File: src/rtl/if_fetch.sv
// Instruction-fetch stage for an RV32I pipeline.
// Fetches each 32-bit instruction as four byte reads through a shared memory
// arbiter, assembles them little-endian and offers {pc, instruction} to decode.
// A redirect from execute abandons any partial fetch and restarts at the
// word-aligned branch target.
//
// Handshake semantics (decode side):
//   vld_o=1 means pc_o/is_o hold a complete instruction. They stay frozen for
//   as long as rdy_i=0. A transfer happens in a cycle where vld_o=1 and
//   rdy_i=1 and br_i=0, and the fetch of pc+4 starts in the next cycle.
//   br_i always wins. An instruction shown in a br_i cycle is dropped, even
//   when rdy_i=1 in that same cycle.
//   Memory side: a byte request transfers when mem_req=1 and mem_gnt=1. The
//   byte arrives on mem_din one cycle later. If mem_gnt=0, the request is
//   held on the same address until it is granted.
//
// The FSM state lives in `state`, and the issue/capture counters are in
// `ic`/`cc`. All three are plain named signals so checkers can bind to them.

module if_fetch #(
  parameter logic [31:0] RESET_PC = 32'h0000_0000
) (
  input  logic        clk,
  input  logic        rst,
  output logic        mem_req,
  output logic [31:0] mem_a,
  input  logic        mem_gnt,
  input  logic [7:0]  mem_din,
  input  logic        br_i,
  input  logic [31:0] br_tgt,
  input  logic        rdy_i,
  output logic        vld_o,
  output logic [31:0] pc_o,
  output logic [31:0] is_o
);

  typedef enum logic {
    FETCH = 1'b0,
    VALID = 1'b1
  } state_t;

  state_t          state;
  logic [31:0]     pc;
  logic [2:0]      ic;        // byte requests granted so far (0..4)
  logic [2:0]      cc;        // bytes captured so far (0..4)
  logic            inflight;  // a granted byte arrives on mem_din this cycle
  logic [3:0][7:0] byte_buf;  // byte 0 sits in the least significant lane

  // The redirect target is always word aligned, so its low two bits are
  // ignored on purpose.
  logic unused_tgt_lsbs;
  assign unused_tgt_lsbs = ^br_tgt[1:0];

  // Request the next byte while fewer than four have been issued. The request
  // depends only on state, ic and pc. It is also forced low during reset, so
  // nothing is issued in the reset cycle.
  always_comb begin
    mem_req = 1'b0;
    mem_a   = 32'h0;
    if (!rst && (state == FETCH) && (ic < 3'd4)) begin
      mem_req = 1'b1;
      mem_a   = pc + {29'd0, ic};
    end
  end

  // Fetch FSM: issue and capture bytes, present the instruction, and handle
  // accept and redirect.
  always_ff @(posedge clk) begin
    if (rst) begin
      state    <= FETCH;
      pc       <= RESET_PC;
      ic       <= 3'd0;
      cc       <= 3'd0;
      inflight <= 1'b0;
      vld_o    <= 1'b0;
      byte_buf <= '0;
    end else if (br_i) begin
      // Any byte still in flight is discarded because inflight is cleared.
      // That includes a byte granted in this very cycle.
      state    <= FETCH;
      pc       <= {br_tgt[31:2], 2'b00};
      ic       <= 3'd0;
      cc       <= 3'd0;
      inflight <= 1'b0;
      vld_o    <= 1'b0;
    end else begin
      case (state)
        FETCH: begin
          if (mem_req && mem_gnt) begin
            ic       <= ic + 3'd1;
            inflight <= 1'b1;
          end else begin
            inflight <= 1'b0;
          end
          if (inflight) begin
            byte_buf[cc[1:0]] <= mem_din;
            cc                <= cc + 3'd1;
            if (cc == 3'd3) begin
              state <= VALID;
              vld_o <= 1'b1;
            end
          end
        end
        VALID: begin
          if (rdy_i) begin
            state    <= FETCH;
            pc       <= pc + 32'd4;
            ic       <= 3'd0;
            cc       <= 3'd0;
            inflight <= 1'b0;
            vld_o    <= 1'b0;
          end
        end
        default: begin
          state <= FETCH;
        end
      endcase
    end
  end

  // Decode sees an all-zero word (a bubble) whenever no instruction is held.
  // Both inputs to this mux are registers.
  always_comb begin
    is_o = 32'h0;
    if (vld_o) begin
      is_o = byte_buf;
    end
  end

  assign pc_o = pc;

endmodule

File: config.mk
export PLATFORM = sky130hd
export DESIGN_NAME = if_fetch
export DESIGN_NICKNAME = d
export VERILOG_FILES = /design/src/rtl/if_fetch.sv
export SDC_FILE = /design/constraint.sdc
export NUM_CORES = 1
export LEC_CHECK = 0
export ABC_AREA = 1
export BUFFER_PORTS_ARGS = -buffer_cell sky130_fd_sc_hd__buf_2
export CORE_ASPECT_RATIO = 1.5
export CORE_MARGIN = 2
export CORE_UTILIZATION = 56
export DETAILED_ROUTE_END_ITERATION = 12
export PLACE_DENSITY = 0.86
export REMOVE_ABC_BUFFERS = 1
export SYNTH_ARGS = -nofsm -noshare
export SYNTH_HDL_FRONTEND = slang
export SYNTH_SLANG_ARGS = --single-unit
File: constraint.sdc
create_clock -name clk -period 3.1 [get_ports clk]
set_input_delay 0 -clock clk [delete_from_list [all_inputs] [get_ports clk]]
set_output_delay 0 -clock clk [all_outputs]
set_load 0.1 [all_outputs]
=== Word-level counts from Yosys, hierarchy flattened ===
Cells that the tools add are included.

* Multiplexer cells: 24
* Multipliers: 0
* Div/mod/pow operators: 0
* Shifts and indexed selects: 0
* Eq/ne operators: 5
* Bitwise logic cells: 2
* Magnitude comparators: 3
* Add/subtract/negate cells: 4
* Reduce and logical (&&, ||, !) cells: 14

{| class="wikitable"
|+ Operators by type and width
! kind !! number
|-
| $mux W32 || 5
|-
| $add A32 B3 Y32 || 1
|-
| $add A32 B3 Y32 const B || 1
|-
| $bwmux W32 || 1
|-
| $demux W8 S2 || 1
|-
| $pmux W3 S2 || 2
|-
| $mux W3 || 3
|-
| $mux W1 || 8
|-
| $mux W8 || 1
|-
| $reduce_and A2 Y1 || 4
|-
| $add A3 B1 Y3 const B || 2
|-
| $pmux W1 S2 || 3
|-
| $reduce_and A3 Y1 || 2
|-
| $logic_and A1 B1 Y1 || 4
|-
| $ne A2 B1 Y1 const B || 2
|-
| $ne A2 B2 Y1 const B || 2
|-
| $reduce_bool A2 Y1 || 2
|-
| $eq A3 B2 Y1 const B || 1
|-
| $lt A2 B3 Y1 const B || 1
|-
| $lt A3 B3 Y1 const B || 1
|-
| $ge A2 B1 Y1 const B || 1
|-
| $not A1 Y1 || 2
|-
| $reduce_or A2 Y1 || 1
|-
| $logic_not A1 Y1 || 1
|}

* Memories kept: 0
* Input bits: 45
* Bits in read-only memories: 0
* Logic and storage cells: 63
* Bits in latches: 0
* Output and inout bits: 98
* Bits in writable memories: 0
* Register bits: 73

=== Logic depth before layout (Yosys ltp) ===
Gate-level depths: netlist of run 1.

* Depth after elaboration: 7
* Depth in mapped cells: 10
* Mapped depth without buffers: 10

=== Least setup slack after synthesis of run 1 ===
Ideal clock, no wire load.

* Path type: reg-to-output
* From: reg pc[2] (netlist: pc_o[2])
* To: out mem_a[12]
* Stages on the path, launching flop included: 9
* Buffers on the path: 0
* Data arrival time: 4.380 ns
* Required time: 3.100 ns
* Setup slack: -1.280 ns
* Cell sequence: dfxtp_1 > ha_1 > ha_1 > nand2_1 > nor2_2 > nand2_1 > nor2_1 > nor2_1 > a311oi_1

* Cells in the longest elaborated chain, start to end: 2

{| class="wikitable"
|+ RTL lines
! item !! RTL line !! source
|-
| start, declared || 43 || <nowiki>logic [31:0] pc;</nowiki>
|-
| start signal, assigned || 81 || <nowiki>pc <= {br_tgt[31:2], 2'b00};</nowiki>
|-
| start signal, assigned || 107 || <nowiki>pc <= pc + 32'd4;</nowiki>
|-
| $add A32 B3 Y32 || 62 || <nowiki>mem_a = pc + {29'd0, ic};</nowiki>
|-
| $mux W32 || 60 || <nowiki>if (!rst && (state == FETCH) && (ic < 3'd4)) begin</nowiki>
|-
| end, declared || 26 || <nowiki>output logic [31:0] mem_a,</nowiki>
|}

No other way between the ends.

=== Final worst setup path of run 1 ===
Ends and elaborated chain as after synthesis.

==> impl_metrics.env, run 1 <==
export IMPL_final_cells=1035
export IMPL_powerDensity_mw_per_mm2=424.7
export IMPL_wl_mm=13.87
export IMPL_crit_slowest_cell="buf_2"
export IMPL_grt_pass1_wl_mm=22.98
export IMPL_die_w_um=77.94
export IMPL_cp_buffers_inverters=1
export IMPL_clk_transition_reported_paths_ps=60
export IMPL_die_y_um=114.9
export IMPL_r2r_setup_slack_ps=1240
export IMPL_netlist_instances=768
export IMPL_max_slew_margin_rel=0.2669
export IMPL_initial_core_util=0.5734
export IMPL_clk_latency_ps=330
export IMPL_async_flop_share=0
export IMPL_start_kind="flip-flop"
export IMPL_row_count=40
export IMPL_syn2layout_area_growth_pct=27.77
export IMPL_antenna_left=0
export IMPL_h_tree_depth=3
export IMPL_status="finished clean"
export IMPL_path_cells="ha_1 -> ha_1 -> nand2_1 -> nor2_2 -> nand2_1 -> nor2_1 -> nor2_1 -> a311oi_1 -> buf_2"
export IMPL_hold_viol_final=0
export IMPL_layout_drive_gt1_share=0.2204
export IMPL_arrival_ps=2570
export IMPL_grt_max_degree=36
export IMPL_dp_hpwl_mm=9.947
export IMPL_io_buffers=138
export IMPL_crit_type="reg -> out"
export IMPL_rsz0062_at_grt="false"
export IMPL_critPathRequiredTime_ps=3100
export IMPL_grt_pass1_vias=5096
export IMPL_syn_area_mm2=0.004592
export IMPL_cts_buffers=9
export IMPL_synth_avg_cell_area_um2=5.979
export IMPL_diodes=0
export IMPL_grt_overflow_total=0
export IMPL_post_cts_buffers=0
export IMPL_p_leak_nw=2.965
export IMPL_ys_seq_area_frac=0.3095
export IMPL_drc=0
export IMPL_synth_seq_cells=71
export IMPL_cts_path_max_buffers=2
export IMPL_fin_crit_sh=0.8304
export IMPL_drt_iter0_markers=186
export IMPL_cts_sinks=71
export IMPL_slowest_delay_ps=470
export IMPL_worst_pin_slew_ps=1098
export IMPL_wire_per_inst_um=13.40
export IMPL_synth_cell_types=35
export IMPL_layout_nets=980
export IMPL_setup_tns_ps=0
export IMPL_placed_cells=994
export IMPL_max_freq_mhz=388.4
export IMPL_fin_worst_skew_ps=4.096
export IMPL_hold_class="in -> reg"
export IMPL_grt_antenna_before_repair=0
export IMPL_core_mm2=0.008008
export IMPL_ios=143
export IMPL_place_gp_congestion=0.9873
export IMPL_dr_pass1_iters=5
export IMPL_synth_ff_type="dfxtp_1"
export IMPL_via_per_inst=5.121
export IMPL_maxCapViolCount=0
export IMPL_cts_root_buffer="clkbuf_16"
export IMPL_cts_tree="yes"
export IMPL_finalSetupViolations=0
export IMPL_worst_path_max_fanout=6
export IMPL_via_count=5300
export IMPL_yosys_warnings=0
export IMPL_drv_slew=0
export IMPL_cpLargestDelayFamily="simple AND/OR/NAND/NOR gates"
export IMPL_grt_usage=0.3218
export IMPL_crit_path_end_kind="primary output"
export IMPL_irDropWorstVdd_v=0.0003294
export IMPL_synth_edf_count=0
export IMPL_die_area_mm2=0.008955
export IMPL_period_needed_ps=2574
[metrics by stage]
step	util	total power, mW	setup slack [ps]	hold slack, ps	instance area (um^2)
after global routing	0.7327	2.583	319.1	29.95	5867
after CTS	0.7327	2.489	563.1	1.260	5867
after global placement	0.6672	1.537	988.6	224.6	5343
final	0.7327	2.491	525.6	8.546	5867
after detailed placement	0.6672	1.540	944.5	232.8	5343
after floorplan	-	1.413	-1715	69.07	4491
[synthesized netlist by cell type, types with 3 or more instances]
master | number | area share
nor2_1 | 150 | 0.12
o21a_1 | 3 | 0.0049
clkbuf_1 | 11 | 0.0090
nand4_1 | 3 | 0.0041
inv_1 | 90 | 0.074
a21oi_1 | 34 | 0.037
o21ai_1 | 3 | 0.0033
o21ai_0 | 56 | 0.061
a211oi_1 | 3 | 0.0049
nand3b_1 | 3 | 0.0049
inv_2 | 11 | 0.0090
nor2_2 | 18 | 0.025
nand2_2 | 10 | 0.014
nor3_1 | 3 | 0.0033
xor2_1 | 12 | 0.023
nor2_4 | 5 | 0.012
nand2_1 | 202 | 0.17
a31oi_1 | 6 | 0.0082
ha_1 | 9 | 0.025
nand3_1 | 43 | 0.047
buf_4 | 4 | 0.0065
dfxtp_1 | 71 | 0.31
buf_2 | 6 | 0.0065
[registers in the layout, summed over array words and instances (netlist names)]
register  flops
inflight      1
pc_o         30
cc            3
ic            3
vld_o         1
state         1
byte_buf     32
[layout make-up]
class                      instances  area [um^2]
multi-input combinational        574         2686
fill                             692         2141
sequential                        71         1421
timing repair buffer             168        980.9
inverter                         102        382.9
clock buffer                       9        225.2
tap                              105        131.4
clock inverter                     6        38.79
[layer usage]
metal | vias to the layer above | GRT usage | part of all wire | routed length [um]
met5 | - | 0 | 0 | 0
met1 | 2297 | 0.3483 | 0.38 | 5213
met3 | 58 | 0.06515 | 0.078 | 1089
met4 | 0 | 0.1871 | 0.052 | 726
li1 | 2696 | - | - | -
met2 | 249 | 0.5782 | 0.49 | 6844
[repair_timing]
action / in CTS / in global routing
resized for setup: 0 / 0
hold endpoints to repair: 32 / 0
hold buffers: 26 / 0
[power breakdown]
part	switching (mW)	total, mW	internal [mW]
clock	0.404	0.937	0.533
sequential	0.0480	0.988	0.940
combinational	0.445	0.566	0.121
[tightest hold or removal path, stage by stage]
cell	delay, ps
buf_2	130
o21ai_0	90
nor2_1	80
[logic make-up (layout without fill, tap and decap cells)]
| group | after synthesis | after routing | share of synthesized area |
|---|---|---|---|
| compound gates | 108 | 108 | 0.1245 |
| xor+xnor | 13 | 13 | 0.02480 |
| fa+ha+maj | 9 | 9 | 0.02452 |
| buf+inv | 124 | 285 | 0.1063 |
| flops | 71 | 71 | 0.3095 |
| mux | 1 | 1 | 0.002180 |
| other cells | 1 | 2 | 0.0008167 |
| simple gates | 441 | 441 | 0.4074 |
[path summary, 6_finish.rpt]
kind / depth (start not counted) / from / end
worst min register to register: 2 / cc[2]$_SDFFE_PP0P_ / cc[2]$_SDFFE_PP0P_
worst max register to register: 6 / state$_SDFF_PP0_ / pc_o[14]$_SDFFE_PP0P_
worst max-delay path: 9 / pc_o[2]$_SDFFE_PP0P_ / mem_a[12]
worst min-delay path: 3 / mem_din[0] / byte_buf[0]$_SDFFE_PP0P_
[cells in the final DEF (no fill, tap or decap), drive strengths merged]
cell type / count
a211oi: 3
a21oi: 34
a22oi: 1
a311oi: 1
a31oi: 6
buf: 142
clkbuf: 9
clkinv: 5
clkinvlp: 2
conb: 2
dfxtp: 71
dlygate4sd3: 26
ha: 9
inv: 101
mux2i: 1
nand2: 212
nand3: 44
nand3b: 3
nand4: 3
nor2: 174
nor3: 4
o211ai: 1
o21a: 3
o21ai: 59
or2: 1
xnor2: 1
xor2: 12
No activity file was read; power rests on OpenSTA's default activity.
==> inputs of run 2 (changes only) <==
Settings changed: ABC_AREA 1 to 0, CORE_UTILIZATION 56 to 51, PLACE_DENSITY 0.86 to 0.81.
Clock period 3.1 ns to 2.5 ns, I/O delays scaled along.
==> impl_metrics.env, run 2 <==
export IMPL_fin_total_pwr_mw=3.366
export IMPL_netlist_instances=582
export IMPL_crit_type="reg -> out"
export IMPL_antenna_left=0
export IMPL_synth_simple_area_share=0.3635
export IMPL_row_count=41
export IMPL_fin_ws_ps=41.15
export IMPL_powerDensity_mw_per_mm2=543.6
export IMPL_ios=143
export IMPL_layout_nets=806
export IMPL_max_freq_mhz=406.7
export IMPL_irDropWorstVdd_v=0.0003642
export IMPL_start_kind="flip-flop"
export IMPL_layout_drive_gt1_share=0.2906
export IMPL_syn2layout_area_growth_pct=43.60
export IMPL_crit_path_end_kind="primary output"
export IMPL_synth_fa_ha_area_frac=0.02611
export IMPL_max_slew_margin_rel=0.4420
export IMPL_grt_usage=0.3100
export IMPL_arrival_ps=2460
export IMPL_clk_latency_ps=340
export IMPL_synth_compound_area_frac=0.1833
export IMPL_p_leak_nw=2.424
export IMPL_fin_util=0.7453
export IMPL_wl_mm=14.72
export IMPL_synth_area_leaders="dfxtp_1 33%, nand2_1 7.7%, a21oi_1 6.8%"
export IMPL_hold_viol_final=0
export IMPL_core_mm2=0.008310
export IMPL_synth_top_family_by_area="simple AND/OR/NAND/NOR gates"
export IMPL_worst_pin_slew_ps=835.8
export IMPL_die_y_um=116.6
export IMPL_async_flop_share=0
export IMPL_synth_edf_count=0
export IMPL_sw_frac_of_total=0.3498
export IMPL_seq_power_share=0.366
export IMPL_grt_pass1_vias=4851
export IMPL_r2r_setup_slack_ps=190
export IMPL_place_gp_congestion=0.9316
export IMPL_comb_power_share=0.249
export IMPL_hold_depth=3
export IMPL_status="finished clean"
export IMPL_critPathRequiredTime_ps=2500
export IMPL_mostFrequentLayoutCell="buf_2"
export IMPL_dr_pass1_iters=5
export IMPL_mostFrequentLayoutCells="120 x buf_2, 87 x nand2_1, 57 x dfxtp_1"
export IMPL_pre_cts_ws_ps=212.7
export IMPL_p_clk_frac=0.386
export IMPL_worst_path_max_fanout=3
export IMPL_synth_top_cell_area_share=0.3296
export IMPL_cts_sinks=71
export IMPL_drv_slew=0
export IMPL_via_count=5244
export IMPL_via_per_inst=6.069
export IMPL_synth_avg_cell_area_um2=7.410
export IMPL_intPower_mw=2.189
export IMPL_largest_reg_flops=32
export IMPL_synth_common_cells="88 x nand2_1, 71 x dfxtp_1, 59 x a21oi_1"
export IMPL_p_sw_mw=1.178
export IMPL_maxCapViolCount=0
export IMPL_yosys_warnings=0
export IMPL_worstReg2RegEnd="pc_o[24]$_SDFFE_PP0P_"
export IMPL_grt_max_degree=49
export IMPL_initial_core_util=0.5190
export IMPL_period_needed_ps=2459
export IMPL_synth_most_common_cell="nand2_1"
export IMPL_synth_top_cell_by_area="dfxtp_1"
export IMPL_synth_xor_area_frac=0.04265
export IMPL_die_area_mm2=0.009224
export IMPL_synth_seq_cells=71
export IMPL_regMostFlops="byte_buf"
export IMPL_critical_path_startpoint="ic[2]$_SDFFE_PP0P_"
export IMPL_cts_buffers=9
export IMPL_synthMuxAreaShare=0
export IMPL_synth_cell_types=42
export IMPL_diodes=0
export IMPL_cts_root_buffer="clkbuf_16"
export IMPL_wire_per_inst_um=17.03
export IMPL_post_cts_buffers=0
export IMPL_fin_crit_sh=0.9835
export IMPL_grt_overflow_total=0
export IMPL_io_buffers=138
export IMPL_syn_area_mm2=0.004313
export IMPL_synth_ff_type="dfxtp_1"
export IMPL_cp_endpoint="mem_a[24]"
export IMPL_holdWs_ps=15.99
export IMPL_rr_startpoint="pc_o[2]$_SDFFE_PP0P_"
export IMPL_cts_tree="yes"
export IMPL_grt_antenna_before_repair=0
export IMPL_h_tree_depth=3
export IMPL_dp_hpwl_mm=9.973
export IMPL_drt_iter0_markers=314
export IMPL_hold_class="in -> reg"
export IMPL_finalSetupViolations=0
export IMPL_cts_path_max_buffers=2
export IMPL_die_w_um=79.09
export IMPL_rr_worst_depth=6
export IMPL_fin_worst_skew_ps=4.193
export IMPL_clk_transition_reported_paths_ps=60
export IMPL_drc=0
export IMPL_grt_pass1_wl_mm=22.51
export IMPL_ys_seq_area_frac=0.3296
run 2: repair_timing:
item	4_1_cts	5_1_grt
setup endpoints to repair	10	15
hold endpoints to repair	59	1
hold buffers	35	1
pin swaps	1	3
resized for setup	12	20
run 2: how the worst min path moves through the flow:
stage	start	to	slack (ps)
2_1_floorplan	rst	byte_buf[0]$_SDFFE_PP0P_	70
3_3_place_gp	br_tgt[12]	pc_o[12]$_SDFFE_PP0P_	260
3_5_place_dp	br_tgt[25]	pc_o[25]$_SDFFE_PP0P_	270
4_1_cts	br_tgt[3]	pc_o[3]$_SDFFE_PP0P_	9
5_1_grt	br_tgt[24]	pc_o[24]$_SDFFE_PP0P_	40
6_report	br_tgt[24]	pc_o[24]$_SDFFE_PP0P_	20
run 2: cell families after synthesis:
logic type,Yosys count
and+or+nand+nor,296
other,1
adders and majority gates,9
xor gates and xnor gates,21
buffers and inverters,58
AOI/OAI and AO/OA,126
DFF,71
run 2: per-stage QoR:
step           cells  setup TNS (ps)  area (um^2)
2_1_floorplan    536          -37680         4125
3_3_place_gp     812               0         5438
3_5_place_dp     812               0         5438
4_1_cts          863               0         6131
5_1_grt          864          -9.539         6193
6_report         864               0         6193
run 2: area by class of cell:
| cell class | instances | area (um^2) |
|---|---|---|
| multi-input combinational | 454 | 2738 |
| fill | 619 | 2117 |
| timing repair buffer | 205 | 1541 |
| sequential | 71 | 1439 |
| clock buffer | 11 | 242.7 |
| tap | 107 | 133.9 |
| clock inverter | 5 | 57.56 |
| inverter | 11 | 41.29 |
run 2: power by group through the flow:
stage,Clock (mW),Combinational (mW),Sequential [mW]
final,1.30,0.838,1.23
after global routing,1.36,0.868,1.23
after floorplan,0,0.298,1.49
after CTS,1.30,0.826,1.22
after global placement,0,0.772,1.24
after detailed placement,0,0.779,1.25
run 2: critical path, stage by stage, from the launching register on:
cell and delay (ps):
dfxtp_2 360, ha_4 170, ha_4 140, nand3_1 110
or4_4 450, or4_1 440, a21oi_2 240, buf_12 200
run 2: per-layer routing:
layer | wire length [um] | vias up | part of all wire | GRT usage
met5 | 0 | - | 0 | 0
met4 | 730 | 0 | 0.050 | 0.1862
met3 | 1075 | 62 | 0.073 | 0.06260
met2 | 7669 | 315 | 0.52 | 0.5650
met1 | 5240 | 2432 | 0.36 | 0.3256
li1 | - | 2435 | - | -
==> inputs of run 3 (changes only) <==
Settings changed: CELL_PAD_IN_SITES_DETAIL_PLACEMENT set to 1, CELL_PAD_IN_SITES_GLOBAL_PLACEMENT set to 1, CORE_UTILIZATION 51 to 36, PLACE_DENSITY 0.81 to unset, PLACE_DENSITY_LB_ADDON set to 0.1.
==> impl_metrics.env, run 3 (synthesis results as in run 2) <==
export IMPL_slowest_delay_ps=590
export IMPL_rsz0062_at_grt="false"
export IMPL_cts_tree="yes"
export IMPL_initial_core_util=0.3645
export IMPL_fin_ws_ps=60.91
export IMPL_via_per_inst=5.534
export IMPL_cts_buffers=9
export IMPL_cts_root_buffer="clkbuf_16"
export IMPL_grt_antenna_before_repair=0
export IMPL_max_slew_margin_rel=0.4029
export IMPL_wl_mm=17.01
export IMPL_post_cts_buffers=0
export IMPL_num_fill_cells=1473
export IMPL_clk_latency_ps=340
export IMPL_rr_startpoint="pc_o[2]$_SDFFE_PP0P_"
export IMPL_dp_hpwl_mm=12.35
export IMPL_fin_crit_sh=0.9756
export IMPL_holdWs_ps=1.156
export IMPL_period_needed_ps=2439
export IMPL_die_w_um=93.37
export IMPL_largest_reg_flops=32
export IMPL_io_buffers=138
export IMPL_mostFrequentLayoutCells="120 x buf_2, 88 x nand2_1, 57 x dfxtp_1"
export IMPL_cts_sinks=71
export IMPL_grt_pass1_vias=5351
export IMPL_start_kind="flip-flop"
export IMPL_antenna_left=0
export IMPL_drc=0
export IMPL_arrival_ps=2440
export IMPL_die_area_mm2=0.01289
export IMPL_syn2layout_area_growth_pct=48.77
export IMPL_fin_worst_skew_ps=5.321
export IMPL_place_area_mm2=0.005593
export IMPL_clk_transition_reported_paths_ps=60
export IMPL_core_mm2=0.01183
export IMPL_mostFrequentLayoutCell="buf_2"
export IMPL_via_count=5097
export IMPL_maxCapViolCount=0
export IMPL_drt_iter0_markers=190
export IMPL_path_cells="nand4_1 -> or4_1 -> or4_1 -> a21oi_4 -> buf_12"
export IMPL_worst_pin_slew_ps=894.4
export IMPL_finalSetupViolations=0
export IMPL_min_delay_start="br_tgt[3]"
export IMPL_p_leak_nw=2.513
export IMPL_grt_overflow_total=0
export IMPL_setup_tns_ps=0
export IMPL_placed_cells=871
export IMPL_powerDensity_mw_per_mm2=566.5
export IMPL_place_gp_congestion=0.9008
export IMPL_drv_slew=0
export IMPL_wire_per_inst_um=18.47
export IMPL_regMostFlops="byte_buf"
export IMPL_dr_pass1_iters=4
export IMPL_hold_class="in -> reg"
export IMPL_grt_usage=0.2620
export IMPL_crit_path_end_kind="primary output"
export IMPL_critPathRequiredTime_ps=2500
export IMPL_cp_common_cell="or4_1"
export IMPL_final_cells=921
export IMPL_critical_path_startpoint="pc_o[15]$_SDFFE_PP0P_"
export IMPL_layout_drive_gt1_share=0.3099
export IMPL_diodes=0
export IMPL_layout_nets=817
export IMPL_status="finished clean"
export IMPL_pre_cts_ws_ps=170.5
export IMPL_final_area_mm2=0.006416
export IMPL_irDropWorstVdd_v=0.0003074
export IMPL_ios=143
export IMPL_grt_max_degree=45
export IMPL_die_y_um=138.1
export IMPL_h_tree_depth=3
export IMPL_hold_viol_final=0
export IMPL_grt_pass1_wl_mm=27.07
export IMPL_row_count=49
export IMPL_worst_path_max_fanout=10
export IMPL_cts_path_max_buffers=2
export IMPL_crit_slowest_cell="or4_1"
export IMPL_max_freq_mhz=410.0
export IMPL_crit_type="reg -> out"
-- run 3: cell type report --
cell class	instances	area, um^2	share of cell area
clock inverters	6	115.1	0.01794
clock buffers	10	239.0	0.03725
well taps	153	191.4	0.02984
multi-input cells	454	2768	0.4314
inverters	11	41.29	0.006435
flip-flops and latches	71	1439	0.2243
repair buffers	216	1623	0.2529
-- run 3: path summary, 6_finish.rpt --
path	cells after the start	end	slack [ps]
max	5	mem_a[31]	60
min	3	pc_o[3]$_SDFFE_PP0P_	1
max reg2reg	6	pc_o[24]$_SDFFE_PP0P_	180
min reg2reg	2	byte_buf[2]$_SDFFE_PP0P_	450
-- run 3: metal layers --
layer / up-vias / wire, um / GRT usage
li1: 2438 / - / -
met1: 2511 / 6466 / 0.2822
met2: 124 / 9578 / 0.5089
met3: 24 / 602 / 0.03924
met4: 0 / 364 / 0.07895
met5: - / 0 / 0
-- run 3: what timing repair did --
item                                    CTS  global route
hold endpoints to repair                 58             0
hold buffers                             34             0
pin swaps                                 1             5
endpoints found under the setup margin   14            16
gates resized for setup                  17            24
-- run 3: critical path: cells and delay by family, from the launching register on --
family          cells  cell delay (ps)
buf+inv             1              200
flops               1              460
compound gates      1              230
simple gates        3             1220
-- run 3: per-stage QoR --
step,power [mW],utilization
3_5_place_dp,2.055,0.4727
2_1_floorplan,1.785,-
4_1_cts,3.645,0.5360
3_3_place_gp,2.044,0.4727
5_1_grt,3.739,0.5422
6_report,3.635,0.5422
-- run 3: power by group --
part	leakage [nW]	internal (mW)	switching (mW)	total, mW
clock	0.170	1.01	0.534	1.54
combinational	1.76	0.229	0.640	0.869
sequential	0.584	1.17	0.0517	1.22
total	2.51	2.41	1.22	3.63
